--- src/rtl/eth_pkg.sv ---
// ============================================================================
//  Module      : eth_pkg
//  Description : Shared constants, state encoding and byte-wide CRC-32 step
//  Revision    : 1.0 - initial release
// ============================================================================
`default_nettype none

package eth_pkg;

    localparam logic [31:0] CRC32_POLY_REFL = 32'hEDB88320;
    localparam logic [31:0] CRC32_INIT      = 32'hFFFFFFFF;
    localparam int          ETH_MIN_FRAME   = 60;
    localparam int          ETH_MAX_FRAME   = 1514;

    typedef enum logic [2:0] {
        ST_IDLE = 3'd0,
        ST_DATA = 3'd1,
        ST_PAD  = 3'd2,
        ST_FCS  = 3'd3,
        ST_DROP = 3'd4
    } state_t;

    // Reflected CRC-32, one byte consumed LSB first.
    function automatic logic [31:0] crc32_next(input logic [31:0] crc, input logic [7:0] data);
        logic [31:0] c;
        c = crc;
        for (int i = 0; i < 8; i++) begin
            c = (c[0] ^ data[i]) ? ((c >> 1) ^ CRC32_POLY_REFL) : (c >> 1);
        end
        return c;
    endfunction

endpackage

`default_nettype wire

--- src/rtl/eth_crc32.sv ---
// ============================================================================
//  Module      : eth_crc32
//  Description : Byte-wide CRC-32 register; init may coincide with the first byte
//  Revision    : 1.0 - initial release
// ============================================================================
`default_nettype none

module eth_crc32
    import eth_pkg::*;
(
    input  logic        clock,
    input  logic        reset,
    input  logic        init,
    input  logic        enable,
    input  logic [7:0]  data,
    output logic [31:0] crc
);

    logic [31:0] r_crc;
    logic [31:0] w_base;

    // A byte arriving together with init is folded into a fresh CRC.
    assign w_base = init ? CRC32_INIT : r_crc;

    always_ff @(posedge clock) begin
        if (reset) begin
            r_crc <= CRC32_INIT;
        end else if (enable) begin
            r_crc <= crc32_next(w_base, data);
        end else if (init) begin
            r_crc <= CRC32_INIT;
        end
    end

    assign crc = r_crc;

endmodule

`default_nettype wire

--- src/rtl/eth_tx_fcs_append.sv ---
// ============================================================================
//  Module      : eth_tx_fcs_append
//  Description : Pads a raw MAC frame to the minimum length and appends the FCS
//  Revision    : 1.0 - initial release
// ============================================================================
`default_nettype none

module eth_tx_fcs_append
    import eth_pkg::*;
#(
    parameter int MIN_BYTES = ETH_MIN_FRAME,
    parameter int MAX_BYTES = ETH_MAX_FRAME
) (
    input  logic       clock,
    input  logic       reset,
    input  logic [7:0] in_data,
    input  logic       in_valid,
    output logic       ready,
    input  logic       phy_active,
    output logic [7:0] out_data,
    output logic       out_enable,
    output logic       overrun,
    output logic       too_long
);

    localparam logic [10:0] c_min = 11'(MIN_BYTES);
    localparam logic [10:0] c_max = 11'(MAX_BYTES);

    state_t      r_state, w_state_nxt;
    logic [10:0] r_count, w_count_nxt, w_count_inc;
    logic [1:0]  r_fcs_idx, w_fcs_idx_nxt;
    logic        r_in_valid_prev;
    logic        r_too_long_seen, w_too_long_seen_nxt;
    logic        w_rise;
    logic [7:0]  w_byte;
    logic        w_en, w_crc_en, w_crc_init, w_overrun, w_too_long;
    logic [31:0] w_crc, w_fcs;
    logic [7:0]  w_fcs_byte;

    eth_crc32 u_crc (
        .clock  (clock),
        .reset  (reset),
        .init   (w_crc_init),
        .enable (w_crc_en),
        .data   (w_byte),
        .crc    (w_crc)
    );

    assign ready       = (r_state == ST_IDLE) & ~phy_active & ~out_enable;
    assign w_rise      = in_valid & ~r_in_valid_prev;
    assign w_count_inc = (r_count == 11'h7FF) ? r_count : r_count + 11'd1;
    assign w_fcs       = ~w_crc;
    assign w_fcs_byte  = w_fcs[{r_fcs_idx, 3'b000} +: 8];

    always_comb begin
        w_state_nxt         = r_state;
        w_count_nxt         = r_count;
        w_fcs_idx_nxt       = r_fcs_idx;
        w_too_long_seen_nxt = r_too_long_seen;
        w_byte              = 8'h00;
        w_en                = 1'b0;
        w_crc_en            = 1'b0;
        w_crc_init          = 1'b0;
        w_overrun           = 1'b0;
        w_too_long          = 1'b0;
        case (r_state)
            ST_IDLE: begin
                // Only a genuine rising edge starts a frame; a stream already in
                // flight (e.g. after reset) is swallowed by DROP without overrun.
                if (w_rise && ready) begin
                    w_byte              = in_data;
                    w_en                = 1'b1;
                    w_crc_en            = 1'b1;
                    w_crc_init          = 1'b1;
                    w_count_nxt         = 11'd1;
                    w_fcs_idx_nxt       = 2'd0;
                    w_too_long_seen_nxt = 1'b0;
                    w_state_nxt         = ST_DATA;
                end else if (in_valid) begin
                    w_overrun   = w_rise;
                    w_state_nxt = ST_DROP;
                end
            end
            ST_DATA: begin
                if (in_valid) begin
                    if (r_count < c_max) begin
                        w_byte      = in_data;
                        w_en        = 1'b1;
                        w_crc_en    = 1'b1;
                        w_count_nxt = w_count_inc;
                    end else if (!r_too_long_seen) begin
                        w_too_long          = 1'b1;
                        w_too_long_seen_nxt = 1'b1;
                    end
                end else if (r_count < c_min) begin
                    w_en          = 1'b1;
                    w_crc_en      = 1'b1;
                    w_count_nxt   = w_count_inc;
                    w_fcs_idx_nxt = 2'd0;
                    w_state_nxt   = (w_count_inc >= c_min) ? ST_FCS : ST_PAD;
                end else begin
                    // Fall straight into the FCS with no idle cycle.
                    w_byte        = w_fcs[7:0];
                    w_en          = 1'b1;
                    w_fcs_idx_nxt = 2'd1;
                    w_state_nxt   = ST_FCS;
                end
            end
            ST_PAD: begin
                w_en        = 1'b1;
                w_crc_en    = 1'b1;
                w_count_nxt = w_count_inc;
                w_overrun   = w_rise;
                if (w_count_inc >= c_min) begin
                    w_fcs_idx_nxt = 2'd0;
                    w_state_nxt   = ST_FCS;
                end
            end
            ST_FCS: begin
                w_byte        = w_fcs_byte;
                w_en          = 1'b1;
                w_overrun     = w_rise;
                w_fcs_idx_nxt = r_fcs_idx + 2'd1;
                if (r_fcs_idx == 2'd3) begin
                    w_state_nxt = ST_IDLE;
                end
            end
            ST_DROP: begin
                if (!in_valid) begin
                    w_state_nxt = ST_IDLE;
                end
            end
            default: w_state_nxt = ST_IDLE;
        endcase
    end

    always_ff @(posedge clock) begin
        r_in_valid_prev <= in_valid;
        if (reset) begin
            r_state         <= ST_IDLE;
            r_count         <= 11'd0;
            r_fcs_idx       <= 2'd0;
            r_too_long_seen <= 1'b0;
            out_data        <= 8'h00;
            out_enable      <= 1'b0;
            overrun         <= 1'b0;
            too_long        <= 1'b0;
        end else begin
            r_state         <= w_state_nxt;
            r_count         <= w_count_nxt;
            r_fcs_idx       <= w_fcs_idx_nxt;
            r_too_long_seen <= w_too_long_seen_nxt;
            out_data        <= w_byte;
            out_enable      <= w_en;
            overrun         <= w_overrun;
            too_long        <= w_too_long;
        end
    end

endmodule

`default_nettype wire
--- config.mk ---
export PLATFORM = sky130hd
export DESIGN_NAME = eth_tx_fcs_append
export DESIGN_NICKNAME = d
export VERILOG_FILES = /design/src/rtl/eth_pkg.sv /design/src/rtl/eth_crc32.sv /design/src/rtl/eth_tx_fcs_append.sv
export SDC_FILE = /design/constraint.sdc
export NUM_CORES = 1
export LEC_CHECK = 0
export ABC_AREA = 1
export ABC_CLOCK_PERIOD_IN_PS = 2450
export BUFFER_PORTS_ARGS = -buffer_cell sky130_fd_sc_hd__buf_2
export CAP_MARGIN = 0
export CELL_PAD_IN_SITES_DETAIL_PLACEMENT = 0
export CELL_PAD_IN_SITES_GLOBAL_PLACEMENT = 1
export CORE_ASPECT_RATIO = 1.2
export CORE_MARGIN = 3
export CORE_UTILIZATION = 36
export DETAILED_ROUTE_END_ITERATION = 12
export PLACE_DENSITY_LB_ADDON = 0.1
export SLEW_MARGIN = 20
export SYNTH_ARGS = -nofsm -noshare
export SYNTH_HDL_FRONTEND = slang
export SYNTH_SLANG_ARGS = --single-unit
--- constraint.sdc ---
create_clock -name clock -period 2.45 [get_ports clock]
set_input_delay 0 -clock clock [delete_from_list [all_inputs] [get_ports clock]]
set_output_delay 0 -clock clock [all_outputs]
set_load 0.02 [all_outputs]
==> qor.yml, run 1 <==
die:
  start_util: 0.3722
  dieArea_um2: 13490
  io_pins: 24
  die_w_um: 106.5
  die_h_um: 126.6
  core_area_um2: 11730
  rows: 43
power:
  combPwrFrac: 0.577
  p_sw_frac: 0.4626
  power.switching_mw: 3.080
  leakagePower_nw: 2.687
  seqPwrFrac: 0.201
  clkPwrFrac: 0.223
  peakVddDrop_uv: 496.2
  internal-power_mw: 3.579
  power_density_nw_per_um2: 1209
yosys:
  synth-seq-cells: 61
  ys_warn_count: 0
  synth_seq_area_share: 0.2797
  avgSynthCellArea_um2: 5.907
  synth_nets: 753
  syn_inst: 739
  synth_area_um2: 4365
  synth_cell_types: 35
cts:
  cts_tree: "built"
  cts_num_sinks: 61
  clock_path_buffers: 2
  path_clk_slew_ns: 0.06
  clock_latency_ns: 0.34
  h-tree-depth: 3
  cts_root_buf: "clkbuf_16"
  cts-buffers-inserted: 9
worst_setup_path:
  cp-start-kind: "flop"
  worst_ep_arrival_time_ns: 2.51
  r2r_slack_ns: 0.17
  cpMaxStageDelayCell: "dfxtp_2"
  path_common_cell: "nand2_1"
  crit_fanout: 7
  cp.required_ns: 2.68
  worstPathCellList: "inv_1 -> nand3_1 -> nor2_4 -> nand2_2 -> nand3_1 -> nand2_1 -> nand2_1 -> nand2_1 -> nand2_1 -> nand2_4 -> nand2_1 -> nand2_2 -> nand2_1 -> nand2_2 -> inv_2 -> nand3_1 -> nand3_2 -> nand2_1"
  end_kind: "flop"
  slowest_delay_ns: 0.34
  crit_type: "reg -> reg"
sta:
  relSlewSlack: 0.5537
  fin_skew_ns: 0.009448
  drv_slew: 0
  setup_violations: 0
  fin_setup_tns_ns: 0
  finalWorstSetupSlack_ns: 0.1681
  fin_crit_sh: 0.9314
  hold_viol: 0
  worst_pin_slew_ns: 0.6688
  finalCriticalPeriod_ns: 2.282
  max_freq_ghz: 0.4382
  hold_ws_ns: 0.07814
  rsz0062_at_grt: "yes"
routing:
  via_per_inst: 5.074
  drtAntennaViolNets: 0
  initialDrtViolationCount: 252
  drc: 0
  drt_first_pass_iters: 5
  wl_per_cell_um: 16.23
  vias: 4866
  wl_um: 15560
global_route:
  grt-ovfl-total: 0
  grt_pass1_wl_um: 24450
  grt_usage: 0.2321
  grt_start_max_net_pins: 45
  grt_pass1_vias: 4671
  antenna_found_initial: 0
cells_and_area:
  nFillCells: 1299
  drive_above_1_share: 0.2120
  fin_area_um2: 5508
  insertedDiodeCount: 0
  num-nets-final: 811
  fin_util: 0.4696
  syn2layout_area_growth_pct: 26.17
flow_run:
  drv_cap: 0
placement:
  placed_area_um2: 4949
  place_congestion: 0.8828
  post-place-ws_ns: -0.1864
  hpwl_um: 11210
  port_buffers: 23
run_status:
  outcome: "finished, final reports clean"
min_path:
  min_path_type: "in -> reg"
worst max-delay path, delay by kind of cell, from the launching register on:
kind                   cells  cell delay [ns]
and+or+nand+nor           16             1.67
DFF                        1             0.34
buffers and inverters      2             0.18
per-layer routing:
layer,vias to the layer above,global-route usage,share of wire
met2,96,0.4174,0.51
li1,2498,-,-
met3,30,0.03206,0.035
met5,-,0,0
met4,0,0.09255,0.029
met1,2242,0.2773,0.43
state kept, by name (all words and copies together), names as in the netlist:
name             flops
r_count             11
r_too_long_seen      1
out_enable           1
out_data             8
r_state              3
overrun              1
u_crc.crc           32
r_fcs_idx            2
r_in_valid_prev      1
too_long             1
worst paths after layout:
path                   startpoint            end  cells after the start
setup / recovery       r_count[6]  u_crc.crc[22]                     18
hold reg to reg   r_too_long_seen       too_long                      1
setup reg to reg       r_count[6]  u_crc.crc[22]                     18
hold / removal         in_data[5]    out_data[5]                      5
kinds of logic (layout without fill, tap and decap cells):
logic type / Yosys count / in the layout / synth area share
AOI/OAI and AO/OA: 123 / 123 / 0.1556
xor gates and xnor gates: 20 / 20 / 0.04013
adders and majority gates: 2 / 2 / 0.005731
buffers and inverters: 106 / 168 / 0.09745
DFF: 61 / 61 / 0.2797
and+or+nand+nor: 427 / 428 / 0.4213
metrics by stage:
| stage | cells | power [mW] |
|---|---|---|
| after floorplan | 739 | 3.809 |
| after global placement | 938 | 4.992 |
| after detailed placement | 938 | 5.013 |
| after CTS | 956 | 6.533 |
| after global routing | 959 | 7.212 |
| final | 959 | 6.659 |
power by group through the flow:
stage | clock [mW] | sequential (mW) | combinational (mW)
global placement | 0 | 1.35 | 3.64
floorplan | 0 | 1.36 | 2.45
global route | 1.55 | 1.36 | 4.30
detailed placement | 0 | 1.36 | 3.66
finish | 1.48 | 1.34 | 3.84
CTS | 1.50 | 1.34 | 3.69
cell usage after synthesis:
master	n	area (um^2)
o31ai_1	1	7.510
o22ai_1	2	12.51
a41oi_1	1	8.760
a31oi_1	1	6.260
a21oi_2	1	8.760
o21ai_1	8	40.04
a21oi_1	61	305.3
o221a_2	1	11.26
nor4_1	1	6.260
buf_6	1	11.26
nor2_1	47	176.4
ha_1	2	25.02
and2_1	1	6.260
or2_2	8	50.05
buf_2	10	50.05
nor2_2	4	25.02
o211ai_1	16	120.1
inv_1	70	262.8
dfxtp_1	61	1221
nor3_4	2	32.53
buf_4	2	15.01
clkbuf_1	12	45.04
nor3_1	5	25.02
nand2_2	22	137.6
nand2_1	256	960.9
nor3_2	1	10.01
clkinv_1	1	3.750
xor2_1	19	166.4
o21ai_0	30	150.1
nand4_1	5	31.28
nand3_1	74	370.4
nand3b_1	1	7.510
xnor2_1	1	8.760
inv_2	10	37.54
o221ai_1	1	8.760
cells in the final DEF, fill, tap and decap left out, types with 4 or more instances in the layout:
master     instances
xor2_1            18
inv_2             11
nor2_1            44
buf_4             40
dfxtp_1           58
nand2_4           11
buf_2             23
buf_12             5
nand3_1           72
a21oi_1           58
o211ai_1          16
clkbuf_16          9
or2_2              8
nor3_1             4
o21ai_1            8
a21oi_2            4
nand4_1            5
nand2_1          238
inv_1             68
o21ai_0           30
clkbuf_8           4
nand2_2           30
nor2_2             5
what timing repair did:
item,in CTS,in global routing
setup endpoints to repair,21,29
hold endpoints to repair,1,0
pin swaps,0,3
hold buffers,1,0
cloned,0,1
setup buffers,1,2
gates resized for setup,10,41
layout make-up:
| cell class | count | area [um^2] | area share |
|---|---|---|---|
| sequential | 61 | 1230 | 0.2233 |
| timing repair buffer | 71 | 548.0 | 0.09950 |
| tap | 157 | 196.4 | 0.03567 |
| multi-input combinational | 573 | 2877 | 0.5223 |
| clock inverter | 3 | 65.06 | 0.01181 |
| clock buffer | 13 | 280.3 | 0.05089 |
| inverter | 81 | 311.5 | 0.05657 |
Power figures use the tool's default switching activity.
==> inputs of run 2 (changes only) <==
--- a/config.mk
+++ b/config.mk
@@ -5,7 +5,6 @@
 export SDC_FILE = /design/constraint.sdc
 export NUM_CORES = 1
 export LEC_CHECK = 0
-export ABC_AREA = 1
 export ABC_CLOCK_PERIOD_IN_PS = 2450
 export BUFFER_PORTS_ARGS = -buffer_cell sky130_fd_sc_hd__buf_2
 export CAP_MARGIN = 0
==> qor.yml, run 2 <==
worst_setup_path:
  end_kind: "flop"
  cpMaxStageDelayCell: "or4_4"
  r2r_slack_ns: -0.38  # -0.55 ns
  cp-start-kind: "flop"
  worstPathCellList: "or4_4 -> nor3_4 -> buf_12 -> a211o_1 -> a31oi_1 -> a21oi_2 -> buf_6 -> xor2_2 -> xor2_1 -> nor3_1 -> a2111o_1"
  worst_ep_arrival_time_ns: 3.04  # +0.53 ns
  crit_type: "reg -> reg"
  cp.required_ns: 2.66  # -0.02 ns
  slowest_delay_ns: 0.55  # +0.21 ns
  path_buf_inv: 2  # unchanged
  crit_family: "compound AO/OA/AOI/OAI gates"
  crit_fanout: 11  # +4
yosys:
  synth_xor_area_frac: 0.1449  # +0.1048
  ys_warn_count: 0  # unchanged
  synth_seq_area_share: 0.2947  # +0.01495
  synth_edf_count: 0  # unchanged
  async_flop_share: 0  # unchanged
  synth_nets: 517  # -31%
  syn_inst: 503  # -32%
  synth_area_um2: 4144  # -5.1%
  synth_cell_types: 71  # +100%
  synthAdderAreaFrac: 0.006039  # +0.0003063
  yosys_most_used_dff: "dfxtp_1"
  synth_top_area_cell: "dfxtp_1"
  synth.top_cells.by_area: "dfxtp_1, xnor2_1, nor2_1"
  ys_top_cells_by_count: "nor2_1, dfxtp_1, nand2_1, a21oi_1, xnor2_1"
  synth_compound_area_frac: 0.2264  # +0.07082
  synth-seq-cells: 61  # unchanged
  yosys.area_share.simple: 0.2283  # -0.1931
  synth.most_common_cell: "nor2_1"
  muxShareOfSynthArea: 0.05374  # +0.05374
  synth_top_family_by_area: "simple AND/OR/NAND/NOR gates"
  avgSynthCellArea_um2: 8.239  # +39%
  synth_top_area_frac: 0.2947  # +0.01495
die:
  start_util: 0.3720  # about the same
  die_w_um: 103.9  # -2.4%
  rows: 42  # -2.3%
  core_area_um2: 11140  # -5.0%
  dieArea_um2: 12840  # -4.8%
  die_h_um: 123.5  # -2.4%
  io_pins: 24  # unchanged
placement:
  port_buffers: 23  # unchanged
  place_congestion: 0.8735  # -1.1%
  hpwl_um: 10450  # -6.7%
  placed_area_um2: 5544  # +12%
cts:
  path_clk_slew_ns: 0.05  # about the same
  clock_path_buffers: 2  # unchanged
  clock_latency_ns: 0.33  # about the same
  cts-buffers-inserted: 9  # unchanged
  cts_num_sinks: 61  # unchanged
  cts_tree: "built"
  h-tree-depth: 3  # unchanged
  cts_root_buf: "clkbuf_16"
power:
  peakVddDrop_uv: 965.2  # +95%
  power_density_nw_per_um2: 1505  # +25%
  leakagePower_nw: 2.777  # +3.4%
  power.total_mw: 10.17  # +53%
global_route:
  grt-ovfl-total: 0  # unchanged
  antenna_found_initial: 0  # unchanged
  grt_pass1_vias: 4418  # -5.4%
  grt_pass1_wl_um: 23920  # -2.1%
  grt_start_max_net_pins: 33  # -27%
  grt_usage: 0.2399  # +0.007767
cells_and_area:
  final_cell_mix: "buf_4, nor2_1, dfxtp_1"
  final_common_cell: "buf_4"
  syn2layout_area_growth_pct: 62.98
  fin_area_um2: 6754  # +23%
  drive_above_1_share: 0.4812  # +0.2692
  nFillCells: 989  # -24%
  largest_reg_flops: 32  # unchanged
  fin_util: 0.6062  # +0.1366
  num-nets-final: 699  # -14%
  insertedDiodeCount: 0  # unchanged
routing:
  vias: 4401  # -9.6%
  drt_first_pass_iters: 4  # -1
  wl_per_cell_um: 17.67  # +8.9%
  initialDrtViolationCount: 215  # -15%
  via_per_inst: 5.214  # +2.8%
  wl_um: 14910  # -4.2%
  drtAntennaViolNets: 0  # unchanged
  drc: 0  # unchanged
sta:
  relSlewSlack: 0.7195  # +0.1659
  worst_pin_slew_ns: 0.4207  # -0.2480 ns
  drv_slew: 0  # unchanged
  fin_skew_ns: 0.003699  # -0.005749 ns
  finalCriticalPeriod_ns: 2.832  # +0.5501 ns
  finalWorstSetupSlack_ns: -0.3820  # -0.5501 ns
  hold_ws_ns: 0.02026  # -0.05787 ns
  hold_viol: 0  # unchanged
  rsz0062_at_grt: "yes"
  fin_crit_sh: 1.156  # +0.2245
  fin_setup_tns_ns: -10.35  # -10.35 ns
  setup_violations: 47  # +47
  max_freq_ghz: 0.3531  # -19%
run_status:
  outcome: "complete, but fails checks"
  violations: "setup timing"
min_path:
  min_path_type: "in -> reg"
flow_run:
  drv_cap: 0  # unchanged
==> run 2: final cells by class <==
type                    count  area, um^2  share of cell area
well taps                 154       192.7             0.02853
clock buffers              12       256.5             0.03798
clock inverters             4       70.07             0.01037
multi-input cells         396        3298              0.4883
flip-flops and latches     61        1241              0.1838
inverters                  10       37.54            0.005558
repair buffers            207        1658              0.2455
==> run 2: what timing repair did <==
| action | 4_1_cts | 5_1_grt |
|---|---|---|
| endpoints found under the setup margin | 47 | 51 |
| cloned | 2 | 0 |
| resized for setup | 71 | 43 |
| setup buffers | 29 | 8 |
| hold endpoints to repair | 4 | 0 |
| hold buffers | 4 | 0 |
| pin swaps | 27 | 21 |
==> run 2: worst paths after layout <==
kind              cells after the start         endpoint            start
setup / recovery                     11    u_crc.crc[16]       r_state[1]
hold / removal                        2  r_in_valid_prev         in_valid
setup reg to reg                     11    u_crc.crc[16]       r_state[1]
hold reg to reg                       1         too_long  r_too_long_seen
==> run 2: cells by family (layout without fill, tap and decap cells) <==
logic type,after synthesis,in the layout
and+or+nand+nor,187,187
AOI/OAI and AO/OA,130,130
DFF,61,61
xor gates and xnor gates,60,60
buffers and inverters,46,233
muxes,17,17
adders and majority gates,2,2
==> run 2: power breakdown <==
group | leakage (nW) | switching (mW) | internal [mW]
Clock | 0.163 | 0.469 | 0.943
Sequential | 0.504 | 0.230 | 1.31
Combinational | 2.11 | 3.47 | 3.75
Total | 2.78 | 4.17 | 6.00
==> run 2: metal layers <==
layer | part of all wire | global-route usage | vias up
met2 | 0.48 | 0.3947 | 70
met3 | 0.026 | 0.02872 | 24
li1 | - | - | 2165
met4 | 0.021 | 0.09310 | 0
met1 | 0.47 | 0.3242 | 2142
met5 | 0 | 0 | -
==> run 2: stage by stage <==
stage	cells	setup WS (ns)
6_report	844	-0.3820
5_1_grt	844	-0.5213
4_1_cts	836	-0.3590
3_5_place_dp	786	-0.4259
3_3_place_gp	786	-0.4281
2_1_floorplan	503	-0.3905
==> inputs of run 3 (changes only) <==
--- a/config.mk
+++ b/config.mk
@@ -5,8 +5,7 @@
 export SDC_FILE = /design/constraint.sdc
 export NUM_CORES = 1
 export LEC_CHECK = 0
-export ABC_CLOCK_PERIOD_IN_PS = 2450
-export BUFFER_PORTS_ARGS = -buffer_cell sky130_fd_sc_hd__buf_2
+export ABC_CLOCK_PERIOD_IN_PS = 2900
 export CAP_MARGIN = 0
 export CELL_PAD_IN_SITES_DETAIL_PLACEMENT = 0
 export CELL_PAD_IN_SITES_GLOBAL_PLACEMENT = 1
@@ -14,6 +13,7 @@
 export CORE_MARGIN = 3
 export CORE_UTILIZATION = 36
 export DETAILED_ROUTE_END_ITERATION = 12
+export DONT_BUFFER_PORTS = 1
 export PLACE_DENSITY_LB_ADDON = 0.1
 export SLEW_MARGIN = 20
 export SYNTH_ARGS = -nofsm -noshare
==> constraint.sdc (replaced) <==
create_clock -name clock -period 2.9 [get_ports clock]
set_input_delay 0 -clock clock [delete_from_list [all_inputs] [get_ports clock]]
set_output_delay 0 -clock clock [all_outputs]
set_load 0.02 [all_outputs]
==> qor.yml, run 3 (synthesis results as in run 2) <==
worst_setup_path:
  cp-start-kind: "flop"
  crit_family: "simple AND/OR/NAND/NOR gates"
  cpMaxStageDelayCell: "o41a_1"
  end_kind: "flop"
  path_buf_inv: 2  # unchanged
  cp.required_ns: 3.12  # +0.46 ns
  r2r_start: "r_count[3]"
  r2r_end: "u_crc.crc[3]"
  crit_type: "reg -> reg"
  worstPathCellList: "nand2_2 -> o41a_1 -> buf_4 -> o211a_1 -> or3_4 -> nand3_4 -> buf_12 -> xor2_4 -> xnor2_1 -> or4_1 -> a31o_1"
  crit_fanout: 4  # -7
  worst_ep_arrival_time_ns: 3.13  # +0.09 ns
  slowest_delay_ns: 0.47  # -0.08 ns
  r2r_slack_ns: -0.01  # +0.37 ns
  reg2reg_depth: 11  # unchanged
run_status:
  violations: "setup timing"
  outcome: "complete, but fails checks"
global_route:
  grt_usage: 0.2137  # -0.02622
  grt_start_max_net_pins: 54  # +64%
  grt-ovfl-total: 0  # unchanged
  antenna_found_initial: 0  # unchanged
  grt_pass1_wl_um: 21430  # -10%
  grt_pass1_vias: 3887  # -12%
power:
  clkPwrFrac: 0.161  # +0.022
  power_density_nw_per_um2: 1300  # -14%
  power.total_mw: 7.415  # -27%
  seqPwrFrac: 0.182  # +0.031
  combPwrFrac: 0.657  # -0.053
  leakagePower_nw: 2.250  # -19%
  internal-power_mw: 4.304  # -28%
  peakVddDrop_uv: 518.7  # -46%
  power.switching_mw: 3.111  # -25%
  p_sw_frac: 0.4196  # +0.009200
routing:
  wl_um: 13690  # -8.2%
  drt_first_pass_iters: 5  # +1
  drc: 0  # unchanged
  drtAntennaViolNets: 0  # unchanged
  m1WireLength_um: 6282  # -11%
  vias: 4014  # -8.8%
  top_layer: "met4"
  met2_length_um: 6712  # -6.3%
  via_per_inst: 5.381  # +3.2%
  initialDrtViolationCount: 197  # -8.4%
  wl_met3_um: 496  # +29%
  wl_per_cell_um: 18.36  # +3.9%
min_path:
  min_path_type: "in -> reg"
  hold_start: "reset"
  hold_end: "u_crc.crc[22]"
  whs_path_depth: 2  # unchanged
die:
  start_util: 0.3720  # unchanged
  die_h_um: 123.5  # unchanged
  io_pins: 24  # unchanged
  die_w_um: 103.9  # unchanged
  rows: 42  # unchanged
  core_area_um2: 11140  # unchanged
  dieArea_um2: 12840  # unchanged
placement:
  place_congestion: 0.8410  # -3.7%
  port_buffers: 0  # -100%
  placed_cells: 707  # -10%
  post-place-ws_ns: -0.04872  # +0.3772 ns
  hpwl_um: 9654  # -7.7%
  placed_area_um2: 4925  # -11%
sta:
  worst_pin_slew_ns: 0.4382  # +0.01750 ns
  fin_crit_sh: 1.005  # -0.1508
  rsz0062_at_grt: "yes"
  hold_ws_ns: 0.01356  # -0.006702 ns
  setup_violations: 2  # -96%
  fin_skew_ns: 0.009691  # +0.005992 ns
  finalCriticalPeriod_ns: 2.915  # +0.08287 ns
  max_freq_ghz: 0.3431  # -2.8%
  fin_setup_tns_ns: -0.01974  # +10.33 ns
  hold_viol: 0  # unchanged
  drv_slew: 0  # unchanged
  relSlewSlack: 0.7003  # -0.01922
  finalWorstSetupSlack_ns: -0.01484  # +0.3671 ns
cts:
  path_clk_slew_ns: 0.06  # about the same
  clock_latency_ns: 0.33  # about the same
  clock_path_buffers: 2  # unchanged
  h-tree-depth: 3  # unchanged
  cts_tree: "built"
  cts_num_sinks: 61  # unchanged
  cts-buffers-inserted: 9  # unchanged
  cts_root_buf: "clkbuf_16"
cells_and_area:
  fin_util: 0.5121  # -0.09412
  final_cells: 746  # -12%
  fin_area_um2: 5705  # -16%
  final_cell_mix: "buf_4, nor2_1, dfxtp_1"
  drive_above_1_share: 0.3057  # -0.1754
  syn2layout_area_growth_pct: 37.68
  num-nets-final: 601  # -14%
  insertedDiodeCount: 0  # unchanged
  final_common_cell: "buf_4"
  largest_reg_flops: 32  # unchanged
flow_run:
  drv_cap: 0  # unchanged
-- run 3: cell count changes in the layout (fill, tap and decap cells not counted), sizes merged --
cell and delta:
dlygate4sd3 +6, buf -105, clkbuf +1
-- run 3: worst max path at each step --
stage | startpoint | endpoint | slack (ns) | cells past startpoint
2_1_floorplan | r_count[2] | u_crc.crc[4] | -0.05 | 11
3_3_place_gp | r_count[5] | u_crc.crc[18] | -0.02 | 12
3_5_place_dp | r_state[0] | u_crc.crc[18] | -0.05 | 11
5_1_grt | r_count[3] | r_fcs_idx[0] | -0.12 | 12
6_report | r_count[3] | u_crc.crc[3] | -0.01 | 11
4_1_cts | r_count[9] | u_crc.crc[3] | 0.004 | 10
-- run 3: final cells by class --
cell class | instances | area [um^2]
Inverter | 10 | 37.54
Fill cell | 1077 | 5435
Clock inverter | 4 | 70.07
Sequential cell | 61 | 1229
Tap cell | 154 | 192.7
Multi-Input combinational cell | 396 | 2937
Clock buffer | 12 | 256.5
Timing Repair Buffer | 109 | 983.4
-- run 3: layer usage --
metal | vias to the layer above | track usage
met5 | - | 0
met4 | 0 | 0.07066
met3 | 16 | 0.03394
met2 | 89 | 0.3577
met1 | 1941 | 0.2829
li1 | 1968 | -
-- run 3: power groups by stage --
stage          sequential (mW)  combinational, mW  clock [mW]
5_1_grt                   1.38               5.26        1.25
3_5_place_dp              1.36               4.29           0
3_3_place_gp              1.35               4.28           0
2_1_floorplan             1.29               2.93           0
4_1_cts                   1.34               4.44        1.22
6_report                  1.35               4.87        1.20
-- run 3: what timing repair did --
action	in CTS	in global routing
gates resized for setup	7	39
endpoints found under the setup margin	8	29
gates cloned	0	1
hold endpoints to repair	53	0
setup buffers	0	11
hold buffers	11	0
pin swaps	4	31
